File: config.mk
export PLATFORM = sky130hd
export DESIGN_NAME = exp_engine_arbiter
export DESIGN_NICKNAME = d
export VERILOG_FILES = /design/src/rtl/exp_engine_arbiter_pkg.sv /design/src/rtl/exp_engine_arbiter_rr_priority_picker.sv /design/src/rtl/exp_engine_arbiter.sv
export SDC_FILE = /design/constraint.sdc
export NUM_CORES = 1
export LEC_CHECK = 0
export CAP_MARGIN = 20
export CORE_AREA = 10 10 116 108
export DETAILED_ROUTE_END_ITERATION = 6
export DIE_AREA = 0 0 126 118
export PLACE_DENSITY = 0.83
export SLEW_MARGIN = 10
export SYNTH_ARGS = -nofsm -noshare
export SYNTH_HDL_FRONTEND = slang
export SYNTH_SLANG_ARGS = --single-unit
File: constraint.sdc
create_clock -name clock_i -period 3.2 [get_ports clock_i]
set_clock_uncertainty 0.15 [all_clocks]
set_input_delay 0.32 -clock clock_i [delete_from_list [all_inputs] [get_ports clock_i]]
set_output_delay 0.32 -clock clock_i [all_outputs]
set_load 0.01 [all_outputs]
File: src/rtl/exp_engine_arbiter_pkg.sv
// Shared types and constants for the exp engine arbiter.
// FSM encoding, grant width, default timeout and FP32 reference values.
package exp_engine_arbiter_pkg;

    typedef enum logic [1:0] {
        ST_IDLE  = 2'd0,
        ST_ISSUE = 2'd1,
        ST_WAIT  = 2'd2,
        ST_RESP  = 2'd3
    } arb_state_e;

    localparam int GRANT_W     = 3;
    localparam int DEF_TIMEOUT = 64;

    localparam logic [31:0] FP32_ONE    = 32'h3F800000;
    localparam logic [31:0] FP32_EXP_M1 = 32'h3EBC5AB2;

    function automatic logic [GRANT_W-1:0] wrap_inc(
        input logic [GRANT_W-1:0] idx,
        input int                 n
    );
        return (int'(idx) == n - 1) ? '0 : idx + GRANT_W'(1);
    endfunction

endpackage

File: src/rtl/exp_engine_arbiter_rr_priority_picker.sv
// Rotating-priority one-hot picker: first valid lane at or after ptr,
// wrapping modulo NUM_REQ.
module rr_priority_picker
    import exp_engine_arbiter_pkg::*;
#(
    parameter int NUM_REQ = 2
) (
    input  logic [NUM_REQ-1:0] valid,
    input  logic [GRANT_W-1:0] ptr,
    output logic [NUM_REQ-1:0] grant,
    output logic [GRANT_W-1:0] idx,
    output logic               any
);

    localparam int PW = GRANT_W + 1;

    logic [7:0]    valid_pad;
    logic [PW-1:0] pos;

    always_comb begin
        valid_pad = '0;
        valid_pad[NUM_REQ-1:0] = valid;
        idx = '0;
        any = 1'b0;
        pos = '0;
        for (int i = 0; i < NUM_REQ; i++) begin
            pos = {1'b0, ptr} + PW'(i);
            if (pos >= PW'(NUM_REQ))
                pos = pos - PW'(NUM_REQ);
            if (!any && valid_pad[pos[GRANT_W-1:0]]) begin
                any = 1'b1;
                idx = pos[GRANT_W-1:0];
            end
        end
    end

    always_comb begin
        grant = '0;
        for (int k = 0; k < NUM_REQ; k++)
            grant[k] = any && (idx == GRANT_W'(k));
    end

endmodule

File: src/rtl/exp_engine_arbiter.sv
// Round-robin arbiter sharing one variable-latency exp engine between
// softmax lanes, one operation in flight, with a hung-engine timeout.
module exp_engine_arbiter
    import exp_engine_arbiter_pkg::*;
#(
    parameter int data_size      = 32,
    parameter int NUM_REQ        = 2,
    parameter int TIMEOUT_CYCLES = DEF_TIMEOUT
) (
    input  logic                           clock_i,
    input  logic                           reset_n_i,
    input  logic [NUM_REQ-1:0]             req_valid_i,
    input  logic [NUM_REQ*data_size-1:0]   req_data_i,
    output logic [NUM_REQ-1:0]             req_ready_o,
    output logic [NUM_REQ-1:0]             rsp_valid_o,
    output logic [data_size-1:0]           rsp_data_o,
    output logic                           rsp_err_o,
    output logic                           eng_valid_o,
    output logic [data_size-1:0]           eng_data_o,
    input  logic                           eng_valid_i,
    input  logic [data_size-1:0]           eng_data_i,
    output logic                           busy_o,
    output logic [GRANT_W-1:0]             grant_id_o
);

    localparam int CNT_W = $clog2(TIMEOUT_CYCLES);

    arb_state_e           state_q, state_d;
    logic [GRANT_W-1:0]   ptr_q;
    logic [GRANT_W-1:0]   grant_q;
    logic [data_size-1:0] op_q;
    logic [data_size-1:0] res_q;
    logic                 err_q;
    logic [CNT_W-1:0]     cnt_q;
    logic                 eng_valid_q;
    logic [NUM_REQ-1:0]   rsp_valid_q;
    logic                 busy_q;

    logic [NUM_REQ-1:0]   pick_grant;
    logic [GRANT_W-1:0]   pick_idx;
    logic                 pick_any;
    logic [data_size-1:0] op_sel;

    logic                 accept;
    logic                 cnt_term;
    logic                 to_resp;
    logic                 eng_valid_d;
    logic [NUM_REQ-1:0]   rsp_valid_d;
    logic                 busy_d;

    rr_priority_picker #(
        .NUM_REQ (NUM_REQ)
    ) u_picker (
        .valid (req_valid_i),
        .ptr   (ptr_q),
        .grant (pick_grant),
        .idx   (pick_idx),
        .any   (pick_any)
    );

    always_comb begin
        op_sel = '0;
        for (int k = 0; k < NUM_REQ; k++)
            if (pick_grant[k])
                op_sel = req_data_i[k*data_size +: data_size];
    end

    assign req_ready_o = (state_q == ST_IDLE) ? pick_grant : '0;

    // The counter holds the WAIT cycles already elapsed, so the terminal
    // cycle is the one that would bring it to TIMEOUT_CYCLES-1.
    assign cnt_term = (cnt_q == CNT_W'(TIMEOUT_CYCLES - 2));

    always_comb begin
        state_d     = state_q;
        accept      = 1'b0;
        to_resp     = 1'b0;
        unique case (state_q)
            ST_IDLE: begin
                if (pick_any) begin
                    accept  = 1'b1;
                    state_d = ST_ISSUE;
                end
            end
            ST_ISSUE: state_d = ST_WAIT;
            ST_WAIT: begin
                if (eng_valid_i || cnt_term) begin
                    to_resp = 1'b1;
                    state_d = ST_RESP;
                end
            end
            ST_RESP: state_d = ST_IDLE;
            default: state_d = ST_IDLE;
        endcase
        eng_valid_d = (state_d == ST_ISSUE);
        rsp_valid_d = (state_d == ST_RESP) ? (NUM_REQ'(1) << grant_q) : '0;
        busy_d      = (state_d != ST_IDLE);
    end

    always_ff @(posedge clock_i or negedge reset_n_i) begin
        if (!reset_n_i) begin
            state_q     <= ST_IDLE;
            ptr_q       <= '0;
            grant_q     <= '0;
            op_q        <= '0;
            res_q       <= '0;
            err_q       <= 1'b0;
            cnt_q       <= '0;
            eng_valid_q <= 1'b0;
            rsp_valid_q <= '0;
            busy_q      <= 1'b0;
        end else begin
            state_q     <= state_d;
            eng_valid_q <= eng_valid_d;
            rsp_valid_q <= rsp_valid_d;
            busy_q      <= busy_d;
            if (accept) begin
                op_q    <= op_sel;
                grant_q <= pick_idx;
                ptr_q   <= wrap_inc(pick_idx, NUM_REQ);
            end
            if (state_q == ST_ISSUE)
                cnt_q <= '0;
            else if (state_q == ST_WAIT)
                cnt_q <= cnt_q + CNT_W'(1);
            // A result on the terminal cycle beats the timeout.
            if (to_resp) begin
                res_q <= eng_valid_i ? eng_data_i : '0;
                err_q <= !eng_valid_i;
            end else if (state_q == ST_RESP) begin
                err_q <= 1'b0;
            end
        end
    end

    assign eng_valid_o = eng_valid_q;
    assign eng_data_o  = op_q;
    assign rsp_valid_o = rsp_valid_q;
    assign rsp_data_o  = res_q;
    assign rsp_err_o   = err_q;
    assign busy_o      = busy_q;
    assign grant_id_o  = grant_q;

endmodule

* Yosys cells after proc, flatten, opt, wreduce, memory -nomap -nowiden
Cells that the tools add are included.
Widths: inputs -> output; s select.
** Word-level totals
- Word-level logic and storage cells :: 66
- Output and inout bits :: 74
- Input bits :: 101
- Register bits after elaboration :: 83
** Operators by class
- Eq/ne operators :: 8
- $lt $le $gt $ge :: 4
- Muxes and demuxes :: 27
- Shifts and indexed selects :: 1
- $add $sub $neg :: 5
- Reductions and logical operators :: 11
** Operators with widths (number)
- $mux 32 :: 3
- $mux 3 :: 5
- $mux 6 :: 2
- $mux 1 :: 10
- $lt 3x4->1 const B :: 2
- $mux 2 :: 4
- $pmux 2 s4 :: 1
- $add 6x1->6 const B :: 1
- $bmux 1 s3 :: 2
- $eq 2x2->1 const B :: 3
- $eq 6x6->1 const B :: 1
- $reduce_bool 2->1 :: 3
- $sub 3x2->3 const B :: 2
- $add 3x1->4 const B :: 1
- $eq 2x1->1 const B :: 2
- $ge 4x2->1 const B :: 1
- $add 3x1->3 const B :: 1
- $eq 3x1->1 const B :: 1
- $eq 3x2->1 const B :: 1
- $ge 3x2->1 const B :: 1
- $logic_and 1x1->1 :: 3
- $logic_not 3->1 :: 1
- $shl 1x3->2 const A :: 1
- $logic_not 1->1 :: 2
- 2 further kinds :: 2

* Depth between registers and ports, before layout
Gate-level depths: netlist of run 1.
- Depth in word-level cells :: 12
- Mapped depth :: 11

* Modules after synthesis
From an unflattened synthesis of run 1, not the netlist that was laid out.
** Unflattened totals
- Cell total of the unflattened synthesis :: 400
- Area total of the unflattened synthesis :: 3802.4 µm²
** Modules (own cells, without submodules)
- exp_engine_arbiter :: times used 1, cells each 371, area each 3575.9 µm²
- rr_priority_picker :: times used 1, cells each 29, area each 226.5 µm²

* Worst setup path before layout of run 1
No wires, ideal clock.
- Kind :: register -> output
- From :: register ptr_q[0]
- To :: output port req_ready_o[1]
- Slack :: 0.777 ns
- Arrival :: 1.953 ns
- Cell stages (with the launch flop) :: 10
- Cell sequence :: dfrtp_1 > buf_6 > inv_1 > ha_1 > nand2b_1 > mux2i_1 > a21oi_1 > clkbuf_1 > a21oi_1 > nor2b_1
** On the way
- Cells in the longest elaborated chain, start to end :: 11
- Elaborated cells on any way between the ends :: 20
- Those cells by class :: add/sub: 3; order compare: 2; eq/ne: 1; mux: 11; reduce/logical: 3
** Ends and longest elaborated chain
- start: declaration :: line exp_engine_arbiter.sv:29 : logic [GRANT_W-1:0] ptr_q;
- start signal: assignment :: line exp_engine_arbiter.sv:120 : ptr_q <= wrap_inc(pick_idx, NUM_REQ);
- branches (longest 9 deep; another with $add 3x1->4)
- $logic_and 1x1->1 (*) :: line exp_engine_arbiter_rr_priority_picker.sv:40 : grant[k] = any && (idx == GRANT_W'(k));
- $mux 2 (*) :: line exp_engine_arbiter.sv:68 : assign req_ready_o = (state_q == ST_IDLE) ? pick_grant : '0;
- end: declaration :: line exp_engine_arbiter.sv:14 : output logic [NUM_REQ-1:0] req_ready_o,
Mark *: on every way between the ends. The select of a mux whose other input is x is not followed.

* Final worst setup path of run 1
Same ends and word-level chain as after synthesis.

==> reports/results.ini, run 1 <==
[status]
status=finished with violations
violations=DRC

[worst_setup_path]
startpoint_type=register
cp_max_fo=8
path_class=register to output port
cp.required_ps=2730
worst_setup_path_end_kind=output port
r2r_setup_slack_ps=580
crit_arrival_ps=2540
r2r-end=eng_data_o[13]
worst_r2r_startpoint=ptr_q[0]
r2r_cells=7

[clock_tree]
cts_tree=built
cts_max_path_buffers=2
cts.sinks=83
clkLatencyLatePin_ps=320
clkTransAtPathRegs_ps=60
htreeDepth=3
clockRootBuffer=clkbuf_16
cts_buffers=9
post-cts-setup-buffer-count=0

[routing]
wl_um=13200
wl_per_cell_um=18.4
drtIter0Drc=386
route.detailed.drc=3
dr.pass1.iters=7
vias_per_cell=5.54
vias=3979
detail-route-antenna-nets=0

[global_route]
grt_pass1_vias=4239
antenna_found_initial=0
grt_max_degree=84
globalRoute.totalOverflow=0
grt_first_pass_wirelength_um=21800
grt_usage_pct=17.4

[synth]
ys_seq_area_share_pct=48.9
synth_cell_type_count=33
synth_area_leaders=dfrtp_1 (49%), mux2_2 (8.7%), a21oi_1 (8.2%)
synth_xor_area_share_pct=0.824
yosysTopAreaCellShare_pct=48.9
async_reset_ff_share_pct=100
synthSimpleGateAreaFrac_pct=14.0
synth_fa_ha_area_share_pct=3.53
synth_nets=540
synth_top_cell_by_area=dfrtp_1
ys_warn_count=0
synth.area.mux_share_pct=9.45
syn_area_um2=4250
synth_edf_count=0
synth-compound-area-share_pct=18.0
synth_cells=427
ys_seq_elements=83
avgSynthCellArea_um2=9.95
synth_top_family_by_area=compound AO/OA/AOI/OAI gates
ys.flop_type=dfrtp_1

[sta]
hold_violations=0
drv_slew=0
slew_headroom_pct=56.6
layout_min_cycle_time_ps=3010
fmax_mhz=332
setup_viol=0
rsz0062_at_grt=false
finalSetupTns_ps=0
tightestPinTransition_ps=651
min_period_over_period_pct=94.2
hold_slack_ps=340

[power]
cellPowerDensity_nw_per_um2=362
leakage_nw=2.80
irDropWorstVdd_uv=207

[cells_and_area]
stdcell_count=718
diodes=0
nFillCells=796
drive_gt1_share_pct=10.7
areaGrowthSynthToFinish_pct=50.3
final_nets=697

[placement]
gp_congestion=0.833
port_buffers=174
dp.cells=700
hpwl_um=9880

[die]
fp-row-count=35
initial_core_util_pct=42.2
dieWidth_um=126
num_io_pins=175
core-area_um2=10100
die_y_um=118
die_area_um2=14900

[min_path]
hold_class=input pin to asynchronous set/reset pin

[flow_run]
cap_violations=0

flip-flops by register name (all words and copies together) (netlist names):
signal       count
grant_id_o       3
eng_data_o      32
state_q          2
rsp_data_o      32
rsp_valid_o      2
busy_o           1
rsp_err_o        1
cnt_q            6
ptr_q            3
eng_valid_o      1
per-stage QoR:
| stage | instance area (um2) | setup slack, ps | utilization (%) | power [mW] |
|---|---|---|---|---|
| floorplan | 4250 | 777 | - | 1.09 |
| global placement | 6020 | 415 | 59.8 | 1.25 |
| detailed placement | 6020 | 327 | 59.8 | 1.25 |
| CTS | 6330 | 8.92 | 62.9 | 2.33 |
| global route | 6390 | 9.59 | 63.4 | 2.39 |
| finish | 6390 | 187 | 63.4 | 2.31 |
worst max-delay path by stage:
| stage | start | end | slack, ps | cells after the start |
|---|---|---|---|---|
| floorplan | ptr_q[0] | req_ready_o[1] | 780 | 9 |
| global placement | ptr_q[0] | req_ready_o[0] | 420 | 8 |
| detailed placement | ptr_q[0] | req_ready_o[0] | 330 | 8 |
| CTS | ptr_q[0] | req_ready_o[0] | 9 | 8 |
| global route | ptr_q[0] | req_ready_o[1] | 10 | 8 |
| finish | ptr_q[0] | req_ready_o[1] | 190 | 8 |
logic make-up after synthesis:
logic type	count (synthesis)
buf+inv	45
xor+xnor	4
fa+ha+maj	12
simple gates	131
flops	83
compound gates	116
mux	36
Yosys cell counts (2+ instances only):
cell / count
o31ai_1: 2
xnor2_1: 3
nor2b_1: 3
mux2i_1: 3
o21ai_0: 5
nand4_1: 4
inv_1: 7
nand2b_1: 4
ha_1: 12
dfrtp_1: 83
a21o_1: 2
clkbuf_1: 22
buf_2: 9
nor2_1: 5
a21oi_1: 70
nand2_1: 73
buf_6: 6
and2_1: 4
a222oi_1: 32
mux2_2: 33
nand3_1: 33
layout make-up:
| cell class | count | area [um2] | share of cell area, % |
|---|---|---|---|
| Sequential cell | 83 | 2080 | 32.6 |
| Multi-Input combinational cell | 299 | 1970 | 30.8 |
| Timing Repair Buffer | 184 | 1840 | 28.8 |
| Clock buffer | 12 | 236 | 3.70 |
| Tap cell | 129 | 161 | 2.53 |
| Clock inverter | 4 | 75.1 | 1.18 |
| Inverter | 7 | 26.3 | 0.411 |
layer usage:
metal	GRT usage (%)	wire length, um	up-vias
met3	8.60	1590	9
met5	0	0	-
met4	4.55	116	0
met1	20.6	5590	1907
met2	27.4	5940	184
li1	-	-	1879
placed cells by master, fill, tap and decap left out, types with 4 or more instances in the layout:
cell type,synthesis,final
nor2_1,5,5
clkbuf_16,0,9
nand2b_1,4,4
dfrtp_1,83,81
inv_1,7,7
and2_1,4,4
mux2_2,33,33
o21ai_0,5,5
nand4_1,4,4
a222oi_1,32,32
buf_4,0,9
clkdlybuf4s50_1,0,172
ha_1,12,12
nand2_1,73,73
nand3_1,33,33
a21oi_1,70,68
worst max-delay path, stage by stage (launching register included):
cell and delay [ps]:
dfrtp_2 460, inv_1 120, ha_1 140, nand2b_1 170
mux2i_4 320, and2_1 220, a21oi_1 80, nor2b_1 130
clkdlybuf4s50_1 570
what timing repair did:
action	in CTS	in global routing
hold endpoints to repair	0	32
gates resized for setup	1	4
hold buffers	0	1
setup endpoints to repair	1	2
power by group:
| group | switching [mW] | leakage, nW | internal, mW | total [mW] |
|---|---|---|---|---|
| sequential | 0.000295 | 1.15 | 1.05 | 1.05 |
| clock | 0.388 | 0.143 | 0.684 | 1.07 |
| combinational | 0.0574 | 1.51 | 0.129 | 0.186 |
Note: power is estimated with default switching activity, not from simulation.
==> run 2: changes to the inputs <==
==> constraint.sdc (replaced) <==
create_clock -name clock_i -period 2.8 [get_ports clock_i]
set_clock_uncertainty 0.15 [all_clocks]
set_input_delay 0.28 -clock clock_i [delete_from_list [all_inputs] [get_ports clock_i]]
set_output_delay 0.28 -clock clock_i [all_outputs]
set_load 0.01 [all_outputs]
==> reports/results.ini, run 2 (synthesized netlist as in run 1, its figures left out) <==
[status]
status=finished with violations
violations=DRC

[worst_setup_path]
cp_max_fo=6  ; -2
r2r-end=eng_data_o[31]
crit_start=ptr_q[1]
crit_end=req_ready_o[0]
r2r_setup_slack_ps=350  ; -230 ps
worst_setup_path_end_kind=output port
startpoint_type=register
path_class=register to output port
worst_r2r_startpoint=ptr_q[1]
cp.required_ps=2370  ; -360 ps
r2r_cells=9  ; +2
crit_arrival_ps=2190  ; -350 ps

[global_route]
grt_first_pass_wirelength_um=21900  ; +0.34%
grt_pass1_vias=4148  ; -2.1%
grt_usage_pct=17.6  ; +0.18 points
grt_max_degree=84  ; unchanged
antenna_found_initial=0  ; unchanged
globalRoute.totalOverflow=0  ; unchanged

[die]
die_area_um2=14900  ; unchanged
num_io_pins=175  ; unchanged
die_y_um=118  ; unchanged
fp-row-count=35  ; unchanged
dieWidth_um=126  ; unchanged
core-area_um2=10100  ; unchanged
initial_core_util_pct=42.2  ; unchanged

[clock_tree]
cts_buffers=9  ; unchanged
cts_tree=built
clkLatencyLatePin_ps=320  ; about the same
cts.sinks=83  ; unchanged
clockRootBuffer=clkbuf_16
post-cts-setup-buffer-count=0  ; unchanged
clkTransAtPathRegs_ps=60  ; about the same
cts_max_path_buffers=2  ; unchanged
htreeDepth=3  ; unchanged

[placement]
hpwl_um=9990  ; +1.2%
port_buffers=174  ; unchanged
gp_congestion=0.811  ; -2.6%

[routing]
detail-route-antenna-nets=0  ; unchanged
dr.pass1.iters=7  ; unchanged
wl_um=13700  ; +3.3%
wl_per_cell_um=18.9  ; +2.7%
drtIter0Drc=479  ; +24%
vias_per_cell=5.57  ; +0.45%
route.detailed.drc=9  ; +6
vias=4019  ; +1.0%

[cells_and_area]
final_common_cell=clkdlybuf4s50_1
post-route-util_pct=63.7  ; +0.25 points
final_nets=702  ; +0.72%
diodes=0  ; unchanged
drive_gt1_share_pct=11.8  ; +1.1 points
final_cell_mix=clkdlybuf4s50_1 (171), dfrtp_1 (82), nand2_1 (73)
areaGrowthSynthToFinish_pct=50.8

[sta]
fmax_mhz=382
setup_viol=0  ; unchanged
min_period_over_period_pct=93.6
hold_violations=0  ; unchanged
drv_slew=0  ; unchanged
layout_min_cycle_time_ps=2620
slew_headroom_pct=70.3  ; +14 points
finalSetupTns_ps=0  ; unchanged
rsz0062_at_grt=false
tightestPinTransition_ps=446  ; -205 ps

[flow_run]
cap_violations=0  ; unchanged

[power]
irDropWorstVdd_uv=305  ; +47%
cellPowerDensity_nw_per_um2=405  ; +12%
power_mw=2.60  ; +13%
leakage_nw=2.82  ; +0.64%

[min_path]
hold_class=input pin to asynchronous set/reset pin

run 2: through the flow:
step           setup slack [ps]  cell area (um2)  instances  hold WS, ps
2_1_floorplan               417             4250        427         -166
3_3_place_gp                236             6050        704          324
3_5_place_dp                108             6050        704          331
4_1_cts                     127             6360        719         36.2
5_1_grt                    6.06             6410        722          327
6_report                    180             6410        722          312
run 2: how the worst min path moves through the flow:
stage / startpoint / cells past startpoint / slack [ps] / end
2_1_floorplan: reset_n_i / 0 / -170 / busy_o
6_report: reset_n_i / 2 / 310 / rsp_data_o[0]
3_3_place_gp: cnt_q[4] / 1 / 320 / cnt_q[4]
5_1_grt: reset_n_i / 2 / 330 / rsp_data_o[0]
4_1_cts: reset_n_i / 1 / 40 / rsp_data_o[0]
3_5_place_dp: cnt_q[4] / 1 / 330 / cnt_q[4]
run 2: timing repair:
| action | 4_1_cts | 5_1_grt |
|---|---|---|
| endpoints found under the hold margin | 0 | 32 |
| hold buffers | 0 | 1 |
| setup endpoints to repair | 2 | 1 |
| resized for setup | 5 | 1 |
| gates cloned | 0 | 0 |
run 2: final cells by class:
class / instances / area (um2)
Fill cell: 809 / 3660
Multi-Input combinational cell: 299 / 1960
Sequential cell: 83 / 2080
Clock buffer: 11 / 253
Inverter: 7 / 26.3
Tap cell: 129 / 161
Timing Repair Buffer: 189 / 1880
Clock inverter: 4 / 50.0
run 2: metal layers:
metal / vias up / track usage, % / share of wire (%)
met3: 13 / 10.1 / 14
li1: 1888 / - / -
met1: 1904 / 20.9 / 41
met2: 214 / 26.8 / 44
met5: - / 0 / 0
met4: 0 / 4.34 / 1.1
run 2: worst max-delay path, cell delays in order (launching register included):
cell and delay, ps:
dfrtp_2 410, inv_1 90, ha_1 230, nand2b_1 110, mux2i_2 290, and2_4 210
a21o_1 130, and2_1 130, clkdlybuf4s15_1 270
run 2: where the power goes:
part	switching (mW)	leakage, nW	internal, mW
Combinational	0.0679	1.53	0.149
Sequential	0.000355	1.15	1.20
Clock	0.450	0.144	0.733
==> run 3: changes to the inputs <==
--- a/config.mk
+++ b/config.mk
@@ -6,9 +6,9 @@
 export NUM_CORES = 1
 export LEC_CHECK = 0
 export CAP_MARGIN = 20
-export CORE_AREA = 10 10 116 108
+export CORE_AREA = 10 10 140 91
 export DETAILED_ROUTE_END_ITERATION = 6
-export DIE_AREA = 0 0 126 118
+export DIE_AREA = 0 0 150 101
 export PLACE_DENSITY = 0.83
 export SLEW_MARGIN = 10
 export SYNTH_ARGS = -nofsm -noshare
==> reports/results.ini, run 3 (synthesized netlist as in run 1, its figures left out) <==
[placement]
dp_slack_ps=251  ; +142 ps
hpwl_um=10300  ; +3.2%
port_buffers=174  ; unchanged
gp_congestion=0.852  ; +5.1%
dp.cells=717  ; +1.8%

[die]
dieWidth_um=150  ; +19%
core-area_um2=10200  ; +1.6%
num_io_pins=175  ; unchanged
die_y_um=101  ; -14%
initial_core_util_pct=41.5  ; -0.66 points
fp-row-count=29  ; -17%
die_area_um2=15200  ; +1.9%

[sta]
drv_slew=0  ; unchanged
rsz0062_at_grt=false
hold_violations=0  ; unchanged
layout_min_cycle_time_ps=2670  ; +52.5 ps
fmax_mhz=374  ; -2.0%
fin_ws_ps=127  ; -52.5 ps
setup_viol=0  ; unchanged
hold_slack_ps=323  ; +11.7 ps
finalSetupTns_ps=0  ; unchanged
min_period_over_period_pct=95.4  ; +1.9 points
tightestPinTransition_ps=624  ; +179 ps
slew_headroom_pct=58.4  ; -12 points

[clock_tree]
cts_tree=built
cts_max_path_buffers=2  ; unchanged
cts.sinks=83  ; unchanged
cts_buffers=9  ; unchanged
clkTransAtPathRegs_ps=60  ; about the same
htreeDepth=3  ; unchanged
clkLatencyLatePin_ps=330  ; about the same
post-cts-setup-buffer-count=0  ; unchanged
clockRootBuffer=clkbuf_16

[min_path]
hold_path_end=rsp_data_o[26]
min_delay_path_depth=3
hold_start=eng_data_i[26]
hold_class=input pin to register

[cells_and_area]
seq_area_um2=2080  ; about the same
final_common_cell=clkdlybuf4s50_1
nFillCells=832  ; +2.8%
multi_input_area_um2=1970  ; +0.19%
final_nets=703  ; +0.14%
areaGrowthSynthToFinish_pct=50.9  ; about the same
drive_gt1_share_pct=12.1  ; +0.30 points
stdcell_count=734  ; +1.7%
final_cell_mix=clkdlybuf4s50_1 (171), dfrtp_1 (81), nand2_1 (73)
diodes=0  ; unchanged

[routing]
vias_per_cell=5.59  ; +0.47%
detail-route-antenna-nets=0  ; unchanged
vias=4105  ; +2.1%
wl_um=13900  ; +2.0%
route.detailed.drc=0  ; -9
wl_per_cell_um=19.0  ; +0.38%
dr.pass1.iters=7  ; unchanged
drtIter0Drc=478  ; -0.21%

[worst_setup_path]
worst_r2r_startpoint=ptr_q[2]
r2r_cells=8  ; -1
worst_setup_path_end_kind=output port
r2r_setup_slack_ps=280  ; -70 ps
cp_max_fo=4  ; -2
crit_arrival_ps=2240  ; +50 ps
startpoint_type=register
path_class=register to output port
r2r-end=eng_data_o[20]
crit_start=ptr_q[2]
cp.required_ps=2370  ; about the same

[flow_run]
cap_violations=0  ; unchanged

[power]
leakage_nw=2.84  ; +0.56%
irDropWorstVdd_uv=318  ; +4.3%
power_mw=2.59  ; -0.33%
cellPowerDensity_nw_per_um2=404  ; -0.35%

[status]
status=finished clean

[global_route]
grt_first_pass_wirelength_um=21700  ; -0.85%
antenna_found_initial=0  ; unchanged
grt_max_degree=47  ; -44%
grt_pass1_vias=4048  ; -2.4%
grt_usage_pct=17.6  ; -0.032 points
globalRoute.totalOverflow=0  ; unchanged

run 3: worst max path at each step:
stage                                 to  slack [ps]  depth (start not counted)
after floorplan           req_ready_o[1]         420                          9
after global routing      req_ready_o[0]          10                          9
after CTS                 req_ready_o[0]         130                          9
after global placement    req_ready_o[0]         300                          9
final                     req_ready_o[0]         130                          9
after detailed placement  req_ready_o[0]         250                          9
run 3: critical path, stage by stage, from the launching register on:
cell and delay (ps):
dfrtp_1 450, inv_1 90, ha_1 210, nand2b_1 90
mux2i_1 240, buf_4 170, a21oi_2 60, a21o_1 160
and2_1 160, dlygate4sd2_1 280
run 3: where the power goes:
| group | switching (mW) | internal (mW) | leakage (nW) |
|---|---|---|---|
| clock network | 0.465 | 0.711 | 0.145 |
| logic | 0.0674 | 0.147 | 1.55 |
| registers | 0.000395 | 1.20 | 1.15 |
run 3: metrics by stage:
step,instance area (um2),util (%)
after global routing,6410,62.7
after CTS,6410,62.7
after floorplan,4250,-
after detailed placement,6100,59.6
after global placement,6100,59.6
final,6410,62.7
run 3: routing by layer:
| layer | global-route usage [%] | part of all wire, % | vias up | wire (um) |
|---|---|---|---|---|
| li1 | - | - | 1885 | - |
| met3 | 7.17 | 10 | 9 | 1400 |
| met2 | 27.3 | 46 | 190 | 6420 |
| met1 | 22.6 | 43 | 2021 | 6050 |
| met5 | 0 | 0 | - | 0 |
| met4 | 3.50 | 0.57 | 0 | 80 |
run 3: layout make-up:
cell class,count,share of cell area [%]
clock buffers,11,3.79
clock inverters,5,0.820
inverters,7,0.410
multi-input cells,299,30.7
flip-flops and latches,83,32.4
well taps,139,2.71
repair buffers,190,29.2
run 3: repair_timing:
action	CTS	global route
hold buffers	1	0
resized for setup	6	0
hold endpoints to repair	45	0
setup endpoints to repair	2	0
